==> src/rtl/pci_pkg.sv <==
// rtl/pci_pkg.sv - shared PCI command encodings, config offsets and target FSM states
package pci_pkg;

    localparam logic [3:0] CMD_MEM_RD = 4'b0110;
    localparam logic [3:0] CMD_MEM_WR = 4'b0111;
    localparam logic [3:0] CMD_CFG_RD = 4'b1010;
    localparam logic [3:0] CMD_CFG_WR = 4'b1011;
    localparam logic [3:0] CMD_MRM    = 4'b1100;
    localparam logic [3:0] CMD_MRL    = 4'b1110;

    localparam logic [5:0] CFG_ID   = 6'h00;
    localparam logic [5:0] CFG_CMD  = 6'h01;
    localparam logic [5:0] CFG_BAR0 = 6'h04;

    typedef enum logic [2:0] {
        ST_IDLE,
        ST_DECODE,
        ST_WAIT,
        ST_XFER,
        ST_BACKOFF,
        ST_TURN
    } state_t;

    function automatic logic is_mem_rd(input logic [3:0] cmd);
        return (cmd == CMD_MEM_RD) || (cmd == CMD_MRM) || (cmd == CMD_MRL);
    endfunction

endpackage

==> src/rtl/pci_if.sv <==
// rtl/pci_if.sv - pad-level PCI target signals with bus-side and target-side views
interface pci_if;
    logic [31:0] AD_I;
    logic [31:0] AD_O;
    logic [3:0]  OE_AD_N;
    logic [3:0]  CBE_I;
    logic        PAR_I;
    logic        PAR_O;
    logic        OE_PAR_N;
    logic        FRAME_I;
    logic        IRDY_I;
    logic        IDSEL_I;
    logic        TRDY_O;
    logic        STOP_O;
    logic        DEVSEL_O;
    logic        OE_TRDY_N;
    logic        OE_STOP_N;
    logic        OE_DEVSEL_N;

    modport slave (
        input  AD_I, CBE_I, PAR_I, FRAME_I, IRDY_I, IDSEL_I,
        output AD_O, OE_AD_N, PAR_O, OE_PAR_N, TRDY_O, STOP_O, DEVSEL_O,
               OE_TRDY_N, OE_STOP_N, OE_DEVSEL_N
    );

    modport master (
        output AD_I, CBE_I, PAR_I, FRAME_I, IRDY_I, IDSEL_I,
        input  AD_O, OE_AD_N, PAR_O, OE_PAR_N, TRDY_O, STOP_O, DEVSEL_O,
               OE_TRDY_N, OE_STOP_N, OE_DEVSEL_N
    );
endinterface

==> src/rtl/pci_cfg_space.sv <==
// rtl/pci_cfg_space.sv - type-0 config header: ID, command and BAR0 registers with read mux
module pci_cfg_space
    import pci_pkg::*;
#(
    parameter logic [15:0] VENDOR_ID = 16'h10EE,
    parameter logic [15:0] DEVICE_ID = 16'h0001,
    parameter int          BAR0_LOG2 = 12
) (
    input  logic                  clk,
    input  logic                  rst_n,
    input  logic                  we,
    input  logic [5:0]            offset,
    input  logic [31:0]           wdata,
    input  logic [3:0]            be,
    output logic [31:0]           rdata,
    output logic                  mem_en,
    output logic [31-BAR0_LOG2:0] bar0_base
);

    // Low BAR bits are hard-wired to zero so software can size the window.
    localparam logic [31:0] BAR_MASK = ~((32'd1 << BAR0_LOG2) - 32'd1);

    logic [1:0]  cmd_q;
    logic [31:0] bar0_q;
    logic [31:0] bar_wr;

    always_comb begin
        bar_wr = bar0_q;
        for (int i = 0; i < 4; i++) begin
            if (be[i]) begin
                bar_wr[8*i +: 8] = wdata[8*i +: 8];
            end
        end
    end

    always_ff @(posedge clk or negedge rst_n) begin
        if (!rst_n) begin
            cmd_q  <= 2'b00;
            bar0_q <= 32'h0;
        end else if (we) begin
            if (offset == CFG_CMD && be[0]) begin
                cmd_q <= wdata[1:0];
            end
            if (offset == CFG_BAR0) begin
                bar0_q <= bar_wr & BAR_MASK;
            end
        end
    end

    always_comb begin
        rdata = 32'h0;
        case (offset)
            CFG_ID:   rdata = {DEVICE_ID, VENDOR_ID};
            CFG_CMD:  rdata = {30'h0, cmd_q};
            CFG_BAR0: rdata = bar0_q;
            default:  rdata = 32'h0;
        endcase
    end

    assign mem_en    = cmd_q[1];
    assign bar0_base = bar0_q[31:BAR0_LOG2];

endmodule

==> src/rtl/pci_target.sv <==
// rtl/pci_target.sv - single-dword PCI target: config + BAR0 decode, bridged to a local bus
module pci_target
    import pci_pkg::*;
#(
    parameter logic [15:0] VENDOR_ID   = 16'h10EE,
    parameter logic [15:0] DEVICE_ID   = 16'h0001,
    parameter int          BAR0_LOG2   = 12,
    parameter int          RETRY_LIMIT = 16
) (
    input  logic                 CLK,
    input  logic                 RST_I,
    pci_if.slave                 pci,
    output logic [BAR0_LOG2-3:0] LB_ADDR,
    output logic [31:0]          LB_WDATA,
    output logic [3:0]           LB_BE,
    output logic                 LB_WR,
    output logic                 LB_RD,
    input  logic [31:0]          LB_RDATA,
    input  logic                 LB_ACK
);

    state_t      state_q, state_d;
    logic        prev_frame_q;
    logic [31:0] addr_q;
    logic [3:0]  cmd_q;
    logic        idsel_q;
    logic        is_cfg_q, is_cfg_d;
    logic        is_rd_q, is_rd_d;
    logic        retry_q, retry_d;
    logic [15:0] cnt_q, cnt_d;
    logic [31:0] ad_q, ad_d;
    logic [3:0]  oe_ad_q, oe_ad_d;
    logic        oe_ctl_q, oe_ctl_d;
    logic        devsel_q, devsel_d;
    logic        trdy_q, trdy_d;
    logic        stop_q, stop_d;
    logic        oe_par_q, par_q;
    logic        lb_rd_q, lb_rd_d;
    logic        lb_wr_q, lb_wr_d;
    logic [31:0] lb_wdata_q;
    logic [3:0]  lb_be_q;
    logic        cfg_we;

    logic                  start, cfg_hit, mem_hit, rd, xfer_done;
    logic [31:0]           cfg_rdata;
    logic                  mem_en;
    logic [31-BAR0_LOG2:0] bar0_base;
    logic                  unused_par;

    pci_cfg_space #(
        .VENDOR_ID (VENDOR_ID),
        .DEVICE_ID (DEVICE_ID),
        .BAR0_LOG2 (BAR0_LOG2)
    ) u_cfg (
        .clk       (CLK),
        .rst_n     (RST_I),
        .we        (cfg_we),
        .offset    (addr_q[7:2]),
        .wdata     (pci.AD_I),
        .be        (~pci.CBE_I),
        .rdata     (cfg_rdata),
        .mem_en    (mem_en),
        .bar0_base (bar0_base)
    );

    assign start     = (state_q == ST_IDLE) && !pci.FRAME_I && prev_frame_q;
    assign cfg_hit   = idsel_q && (cmd_q == CMD_CFG_RD || cmd_q == CMD_CFG_WR) && (addr_q[1:0] == 2'b00);
    assign mem_hit   = mem_en && (is_mem_rd(cmd_q) || cmd_q == CMD_MEM_WR)
                       && (addr_q[31:BAR0_LOG2] == bar0_base);
    assign rd        = cfg_hit ? (cmd_q == CMD_CFG_RD) : is_mem_rd(cmd_q);
    assign xfer_done = !trdy_q && !pci.IRDY_I;

    always_comb begin
        state_d  = state_q;
        is_cfg_d = is_cfg_q;
        is_rd_d  = is_rd_q;
        retry_d  = retry_q;
        cnt_d    = cnt_q;
        ad_d     = ad_q;
        oe_ad_d  = oe_ad_q;
        oe_ctl_d = oe_ctl_q;
        devsel_d = devsel_q;
        trdy_d   = trdy_q;
        stop_d   = stop_q;
        lb_rd_d  = 1'b0;
        lb_wr_d  = 1'b0;
        cfg_we   = 1'b0;
        case (state_q)
            ST_IDLE: begin
                if (start) begin
                    state_d = ST_DECODE;
                    cnt_d   = 16'd0;
                    retry_d = 1'b0;
                end
            end
            ST_DECODE: begin
                cnt_d = cnt_q + 16'd1;
                if (cfg_hit || mem_hit) begin
                    devsel_d = 1'b0;
                    oe_ctl_d = 1'b0;
                    is_cfg_d = cfg_hit;
                    is_rd_d  = rd;
                    oe_ad_d  = rd ? 4'h0 : 4'hF;
                    ad_d     = 32'h0;
                    if (cfg_hit) begin
                        state_d = ST_WAIT;
                    end else if (rd) begin
                        lb_rd_d = 1'b1;
                        state_d = ST_WAIT;
                    end else begin
                        trdy_d  = 1'b0;
                        stop_d  = pci.FRAME_I;
                        state_d = ST_XFER;
                    end
                end else begin
                    state_d = ST_IDLE;
                end
            end
            ST_WAIT: begin
                cnt_d = cnt_q + 16'd1;
                // A completion in the same clock as the retry deadline wins.
                if (is_cfg_q || LB_ACK) begin
                    if (is_rd_q) begin
                        ad_d = is_cfg_q ? cfg_rdata : LB_RDATA;
                    end
                    trdy_d  = 1'b0;
                    stop_d  = pci.FRAME_I;
                    state_d = ST_XFER;
                end else if (cnt_q == 16'(RETRY_LIMIT - 1)) begin
                    stop_d  = 1'b0;
                    retry_d = 1'b1;
                    state_d = ST_XFER;
                end
            end
            ST_XFER: begin
                if (retry_q ? pci.FRAME_I : xfer_done) begin
                    if (!retry_q && !is_rd_q) begin
                        cfg_we  = is_cfg_q;
                        lb_wr_d = !is_cfg_q;
                    end
                    devsel_d = 1'b1;
                    trdy_d   = 1'b1;
                    stop_d   = 1'b1;
                    oe_ad_d  = 4'hF;
                    state_d  = ST_BACKOFF;
                end else if (!retry_q) begin
                    stop_d = pci.FRAME_I;
                end
            end
            ST_BACKOFF: begin
                oe_ctl_d = 1'b1;
                state_d  = ST_TURN;
            end
            ST_TURN: begin
                state_d = ST_IDLE;
            end
            default: begin
                state_d = ST_IDLE;
            end
        endcase
    end

    always_ff @(posedge CLK or negedge RST_I) begin
        if (!RST_I) begin
            state_q      <= ST_IDLE;
            prev_frame_q <= 1'b1;
            addr_q       <= 32'h0;
            cmd_q        <= 4'h0;
            idsel_q      <= 1'b0;
            is_cfg_q     <= 1'b0;
            is_rd_q      <= 1'b0;
            retry_q      <= 1'b0;
            cnt_q        <= 16'd0;
            ad_q         <= 32'h0;
            oe_ad_q      <= 4'hF;
            oe_ctl_q     <= 1'b1;
            devsel_q     <= 1'b1;
            trdy_q       <= 1'b1;
            stop_q       <= 1'b1;
            oe_par_q     <= 1'b1;
            par_q        <= 1'b0;
            lb_rd_q      <= 1'b0;
            lb_wr_q      <= 1'b0;
            lb_wdata_q   <= 32'h0;
            lb_be_q      <= 4'h0;
        end else begin
            state_q      <= state_d;
            prev_frame_q <= pci.FRAME_I;
            is_cfg_q     <= is_cfg_d;
            is_rd_q      <= is_rd_d;
            retry_q      <= retry_d;
            cnt_q        <= cnt_d;
            ad_q         <= ad_d;
            oe_ad_q      <= oe_ad_d;
            oe_ctl_q     <= oe_ctl_d;
            devsel_q     <= devsel_d;
            trdy_q       <= trdy_d;
            stop_q       <= stop_d;
            par_q        <= ^ad_q ^ ^pci.CBE_I;
            oe_par_q     <= oe_ad_q[0];
            lb_rd_q      <= lb_rd_d;
            lb_wr_q      <= lb_wr_d;
            if (start) begin
                addr_q  <= pci.AD_I;
                cmd_q   <= pci.CBE_I;
                idsel_q <= pci.IDSEL_I;
            end
            if (lb_wr_d) begin
                lb_wdata_q <= pci.AD_I;
                lb_be_q    <= ~pci.CBE_I;
            end
        end
    end

    assign pci.AD_O        = ad_q;
    assign pci.OE_AD_N     = oe_ad_q;
    assign pci.PAR_O       = par_q;
    assign pci.OE_PAR_N    = oe_par_q;
    assign pci.DEVSEL_O    = devsel_q;
    assign pci.TRDY_O      = trdy_q;
    assign pci.STOP_O      = stop_q;
    assign pci.OE_DEVSEL_N = oe_ctl_q;
    assign pci.OE_TRDY_N   = oe_ctl_q;
    assign pci.OE_STOP_N   = oe_ctl_q;

    assign LB_ADDR  = addr_q[BAR0_LOG2-1:2];
    assign LB_WDATA = lb_wdata_q;
    assign LB_BE    = lb_be_q;
    assign LB_WR    = lb_wr_q;
    assign LB_RD    = lb_rd_q;

    assign unused_par = pci.PAR_I;

endmodule

==> src/flat_wrapper.sv <==
// flat-port wrapper written by rule: the top's interface ports become plain ports
module pci_target_flat import pci_pkg::*;
#(
    parameter logic [15:0] VENDOR_ID   = 16'h10EE,
    parameter logic [15:0] DEVICE_ID   = 16'h0001,
    parameter int          BAR0_LOG2   = 12,
    parameter int          RETRY_LIMIT = 16
)
  (CLK, RST_I, LB_ADDR, LB_WDATA, LB_BE, LB_WR, LB_RD, LB_RDATA, LB_ACK, pci_AD_I, pci_CBE_I, pci_PAR_I, pci_FRAME_I, pci_IRDY_I, pci_IDSEL_I, pci_AD_O, pci_OE_AD_N, pci_PAR_O, pci_OE_PAR_N, pci_TRDY_O, pci_STOP_O, pci_DEVSEL_O, pci_OE_TRDY_N, pci_OE_STOP_N, pci_OE_DEVSEL_N);
  pci_if pci_i ();
  input  logic CLK;
  input  logic RST_I;
  output logic [BAR0_LOG2-3:0] LB_ADDR;
  output logic [31:0] LB_WDATA;
  output logic [3:0] LB_BE;
  output logic LB_WR;
  output logic LB_RD;
  input  logic [31:0] LB_RDATA;
  input  logic LB_ACK;
  input wire logic [$bits(pci_i.AD_I)-1:0] pci_AD_I;
  input wire logic [$bits(pci_i.CBE_I)-1:0] pci_CBE_I;
  input wire logic [$bits(pci_i.PAR_I)-1:0] pci_PAR_I;
  input wire logic [$bits(pci_i.FRAME_I)-1:0] pci_FRAME_I;
  input wire logic [$bits(pci_i.IRDY_I)-1:0] pci_IRDY_I;
  input wire logic [$bits(pci_i.IDSEL_I)-1:0] pci_IDSEL_I;
  output wire logic [$bits(pci_i.AD_O)-1:0] pci_AD_O;
  output wire logic [$bits(pci_i.OE_AD_N)-1:0] pci_OE_AD_N;
  output wire logic [$bits(pci_i.PAR_O)-1:0] pci_PAR_O;
  output wire logic [$bits(pci_i.OE_PAR_N)-1:0] pci_OE_PAR_N;
  output wire logic [$bits(pci_i.TRDY_O)-1:0] pci_TRDY_O;
  output wire logic [$bits(pci_i.STOP_O)-1:0] pci_STOP_O;
  output wire logic [$bits(pci_i.DEVSEL_O)-1:0] pci_DEVSEL_O;
  output wire logic [$bits(pci_i.OE_TRDY_N)-1:0] pci_OE_TRDY_N;
  output wire logic [$bits(pci_i.OE_STOP_N)-1:0] pci_OE_STOP_N;
  output wire logic [$bits(pci_i.OE_DEVSEL_N)-1:0] pci_OE_DEVSEL_N;
  assign pci_i.AD_I = pci_AD_I;
  assign pci_i.CBE_I = pci_CBE_I;
  assign pci_i.PAR_I = pci_PAR_I;
  assign pci_i.FRAME_I = pci_FRAME_I;
  assign pci_i.IRDY_I = pci_IRDY_I;
  assign pci_i.IDSEL_I = pci_IDSEL_I;
  assign pci_AD_O = pci_i.AD_O;
  assign pci_OE_AD_N = pci_i.OE_AD_N;
  assign pci_PAR_O = pci_i.PAR_O;
  assign pci_OE_PAR_N = pci_i.OE_PAR_N;
  assign pci_TRDY_O = pci_i.TRDY_O;
  assign pci_STOP_O = pci_i.STOP_O;
  assign pci_DEVSEL_O = pci_i.DEVSEL_O;
  assign pci_OE_TRDY_N = pci_i.OE_TRDY_N;
  assign pci_OE_STOP_N = pci_i.OE_STOP_N;
  assign pci_OE_DEVSEL_N = pci_i.OE_DEVSEL_N;
  pci_target #(.VENDOR_ID(VENDOR_ID), .DEVICE_ID(DEVICE_ID), .BAR0_LOG2(BAR0_LOG2), .RETRY_LIMIT(RETRY_LIMIT)) u_core (.CLK(CLK), .RST_I(RST_I), .pci(pci_i), .LB_ADDR(LB_ADDR), .LB_WDATA(LB_WDATA), .LB_BE(LB_BE), .LB_WR(LB_WR), .LB_RD(LB_RD), .LB_RDATA(LB_RDATA), .LB_ACK(LB_ACK));
endmodule
==> config.mk <==
export PLATFORM = sky130hd
export DESIGN_NAME = pci_target_flat
export DESIGN_NICKNAME = d
export VERILOG_FILES = /design/src/rtl/pci_pkg.sv /design/src/rtl/pci_if.sv /design/src/rtl/pci_cfg_space.sv /design/src/rtl/pci_target.sv /design/src/flat_wrapper.sv
export SDC_FILE = /design/constraint.sdc
export NUM_CORES = 1
export LEC_CHECK = 0
export ABC_AREA = 1
export BUFFER_PORTS_ARGS = -buffer_cell sky130_fd_sc_hd__buf_2
export CORE_MARGIN = 2
export CORE_UTILIZATION = 60
export CTS_CLUSTER_DIAMETER = 40
export DETAILED_ROUTE_END_ITERATION = 12
export PLACE_DENSITY = 0.89
export REMOVE_ABC_BUFFERS = 1
export SYNTH_ARGS = -nofsm -noshare
export SYNTH_HDL_FRONTEND = slang
export SYNTH_SLANG_ARGS = --single-unit
==> constraint.sdc <==
create_clock -name CLK -period 5.2 [get_ports CLK]
set_clock_uncertainty 0.15 [all_clocks]
set_input_delay 0.78 -clock CLK [delete_from_list [all_inputs] [get_ports CLK]]
set_output_delay 0.78 -clock CLK [all_outputs]
set_load 0.01 [all_outputs]
==> impl_metrics.csv <==
group,metric,value,unit
setup_path,arrival,3180,ps
route,drtPass1Iterations,5,
setup_path,critPathLaunchType,"flop",
route,detail-route-antenna-nets,0,
floorplanning,die_w,120,µm
clocking,root_buffer,"clkbuf_16",
placement,port_buffers,165,
pwr,p_int,0.00253,W
sta,setup_violations,0,
setup_path,worstSetupPathType,"flop to flop",
clocking,post_cts_buffers,0,
clocking,htreeDepth,4,
clocking,cts_hold_buf,0,
outcome,outcome,"finished, final reports clean",
sta,slew_viol_final,0,
pwr,switchingPower,0.00149,W
floorplanning,die_h,120,µm
placement,hpwl,14500,µm
pwr,share_seq_of_total_power,41.6,%
logic_synthesis,ys_top_cells_by_area,"dfrtp_1 47%, nand2_1 19%, o21ai_0 5.8%",
sta,max_freq,331,MHz
setup_path,reg2reg_depth,14,
floorplanning,num_io_pins,167,
setup_path,crit_path_max_incr_delay,750,ps
setup_path,critPathMostFrequentCell,"nand2_1",
sta,grt_setup_unrepaired,"false",
clocking,numCtsBuffers,17,
pwr,power_leakage,5.22,nW
clocking,insertion_delay,430,ps
logic_synthesis,synth.distinct_cells,37,
clocking,cts.repair.resized,0,
cells_and_area,utilization,71.4,%
route,drtIter0Drc,621,
clocking,cts_max_path_buffers,2,
grt,grt_first_pass_wirelength,33600,µm
logic_synthesis,yosysWarningCount,0,
setup_path,crit_path_end_kind,"flop",
route,viasPerCell,5.35,
grt,track_usage,29.7,%
worst_hold_path,hold_path.class,"input port to async pin",
logic_synthesis,yosys.area.top_type_share,47.3,%
pwr,clock_power_share,29.0,%
placement,place_area,8870,µm²
pwr,powerDensity,426,nW/µm²
cells_and_area,n_fill_cell,1034,
pwr,total_power,0.00401,W
route,drc,0,
cells_and_area,stdcell_area,9420,µm²
route,wl_per_cell,14.7,µm
sta,slew-limit-headroom,22.0,%
logic_synthesis,synth_cells,1062,
clocking,cts.clk_slew.worst_paths,70,ps
pwr,swShare,37.0,%
sta,final.setup.tns,0,ps
logic_synthesis,syn_area_per_cell,7.58,µm²
floorplanning,start_util,61.0,%
sta,finalCritPeriodShare,58.0,%
logic_synthesis,yosysSeqAreaShare,49.5,%
floorplanning,die_area,14400,µm²
clocking,cts_tree,"done",
grt,antenna_found_initial,2,
cells_and_area,drive_gt1_share,19.4,%
grt,grt_pass1_vias,7018,
sta,period_needed,3020,ps
grt,overflow,0,
run,drv_cap,0,
cells_and_area,area_growth,17.0,%
sta,worst_slew_pin_slew,1170,ps
clocking,cts_sinks,159,
logic_synthesis,yosysTopAreaCell,"dfrtp_1",
sta,fin_hold_ws,190,ps
cells_and_area,nNetsFinal,1282,
logic_synthesis,synth_seq_cells,159,
grt,grt_max_degree,67,
route,vias,7459,
floorplanning,fp.coreArea,13200,µm²
setup_path,slowest_stage,"nand2_1",
setup_path,worstPathCellList,"inv_1 -> nand2_1 -> nand2_1 -> nor2_1 -> nand2_1 -> nor2_1 -> nand3_1 -> nand2_1 -> inv_1 -> nand2_1 -> buf_4 -> nand2_1 -> nand2_1 -> nand2_1",
floorplanning,fp-row-count,42,
sta,hold_viol_final,0,
placement,routabilityCongestion,0.962,
setup_path,worstPathMaxFanout,36,
pwr,vdd_drop_max,0.000260,V
pwr,p_comb_share,29.4,%
logic_synthesis,syn_area,8050,µm²
route,drt-total-wl,20500,µm
setup_path,crit_required,5370,ps
## logic make-up (layout without fill, tap and decap cells)
logic type	after synthesis	after routing	synth area share, %
xor+xnor	31	31	3.37
buf+inv	163	319	8.89
fa+ha+maj	1	1	0.155
other cells	0	1	0
simple gates	561	561	27.8
flops	159	159	49.5
mux	2	2	0.280
compound gates	145	145	9.92
## per-stage QoR
stage	setup WS, ps	instances
after global placement	2220	1363
after floorplan	2300	1016
after global routing	1920	1395
after detailed placement	2180	1363
final	2180	1395
after CTS	2250	1394
## power by group through the flow
stage | clock network (W) | logic (W) | registers (W)
final | 0.00116 | 0.00118 | 0.00167
after detailed placement | 0 | 0.00116 | 0.00168
after global placement | 0 | 0.00112 | 0.00167
after CTS | 0.00117 | 0.00118 | 0.00166
after floorplan | 0 | 0.000718 | 0.00171
after global routing | 0.00122 | 0.00134 | 0.00169
## cell usage in the layout, fill, tap and decap left out, drive strengths merged, types with 4 or more instances in the layout
cell type	instances
inv	122
nand4	4
nand2	419
a21oi	13
clkinvlp	4
xnor2	19
nor2	73
clkbuf	18
dfrtp	152
xor2	12
buf	171
dfstp	7
nor3	6
nand3	55
clkinv	4
o21ai	124
## flip-flops by register name, summed over array words and instances, names as in the netlist, 2 cells and up
| name | flops |
|---|---|
| u_core.LB_BE | 4 |
| u_core.LB_WDATA | 32 |
| u_core.addr_q | 32 |
| u_core.cmd_q | 4 |
| u_core.cnt_q | 16 |
| u_core.pci.AD_O | 32 |
| u_core.state_q | 3 |
| u_core.u_cfg.bar0_q | 20 |
| u_core.u_cfg.cmd_q | 2 |
## worst max-delay path: cells and delay by family, from the launching register on
kind | cells | cell delay (ps)
and+or+nand+nor | 11 | 1870
DFF | 1 | 380
buffers and inverters | 3 | 490
## synthesized netlist by cell type (all sizes together)
| master | number |
|---|---|
| clkbuf | 13 |
| nor2 | 73 |
| mux2 | 2 |
| o2111ai | 1 |
| nand3b | 1 |
| nand3 | 55 |
| o31ai | 1 |
| ha | 1 |
| nor4 | 3 |
| nor3 | 6 |
| nand4 | 4 |
| xor2 | 12 |
| a22o | 1 |
| a211oi | 2 |
| a21oi | 13 |
| o22ai | 1 |
| inv | 117 |
| dfstp | 7 |
| o211ai | 1 |
| o21ai | 124 |
| buf | 33 |
| nand2 | 419 |
| dfrtp | 152 |
| o32ai | 1 |
| xnor2 | 19 |
## final timing paths
path | slack (ps) | from | endpoint
worst max-delay path | 2180 | u_core.u_cfg.bar0_q[17] | u_core.pci.AD_O[0]
worst min-delay path | 190 | RST_I | u_core.LB_WDATA[29]
worst max register to register | 2180 | u_core.u_cfg.bar0_q[17] | u_core.pci.AD_O[0]
worst min register to register | 250 | u_core.pci.OE_AD_N[2] | u_core.pci.OE_PAR_N
max in group asynchronous | 3670 | RST_I | u_core.cnt_q[12]
min in group CLK | 250 | u_core.pci.OE_AD_N[2] | u_core.pci.OE_PAR_N
## metal layers
metal	global-route usage [%]	wire length, µm	share of wire [%]
met1	39.5	8450	41
met2	47.8	9820	48
met3	5.70	1510	7.4
met4	13.2	671	3.3
met5	0	11	0.054
## area by class of cell
class / count / area [µm²] / area share, %
clock buffer: 18 / 439 / 4.66
inverter: 117 / 439 / 4.66
clock inverter: 13 / 108 / 1.14
tap: 176 / 220 / 2.34
antenna: 1 / 2.50 / 0.0266
timing repair buffer: 171 / 877 / 9.31
sequential: 159 / 3990 / 42.3
multi-input combinational: 740 / 3350 / 35.5
Note: power is estimated with default switching activity, not from simulation.
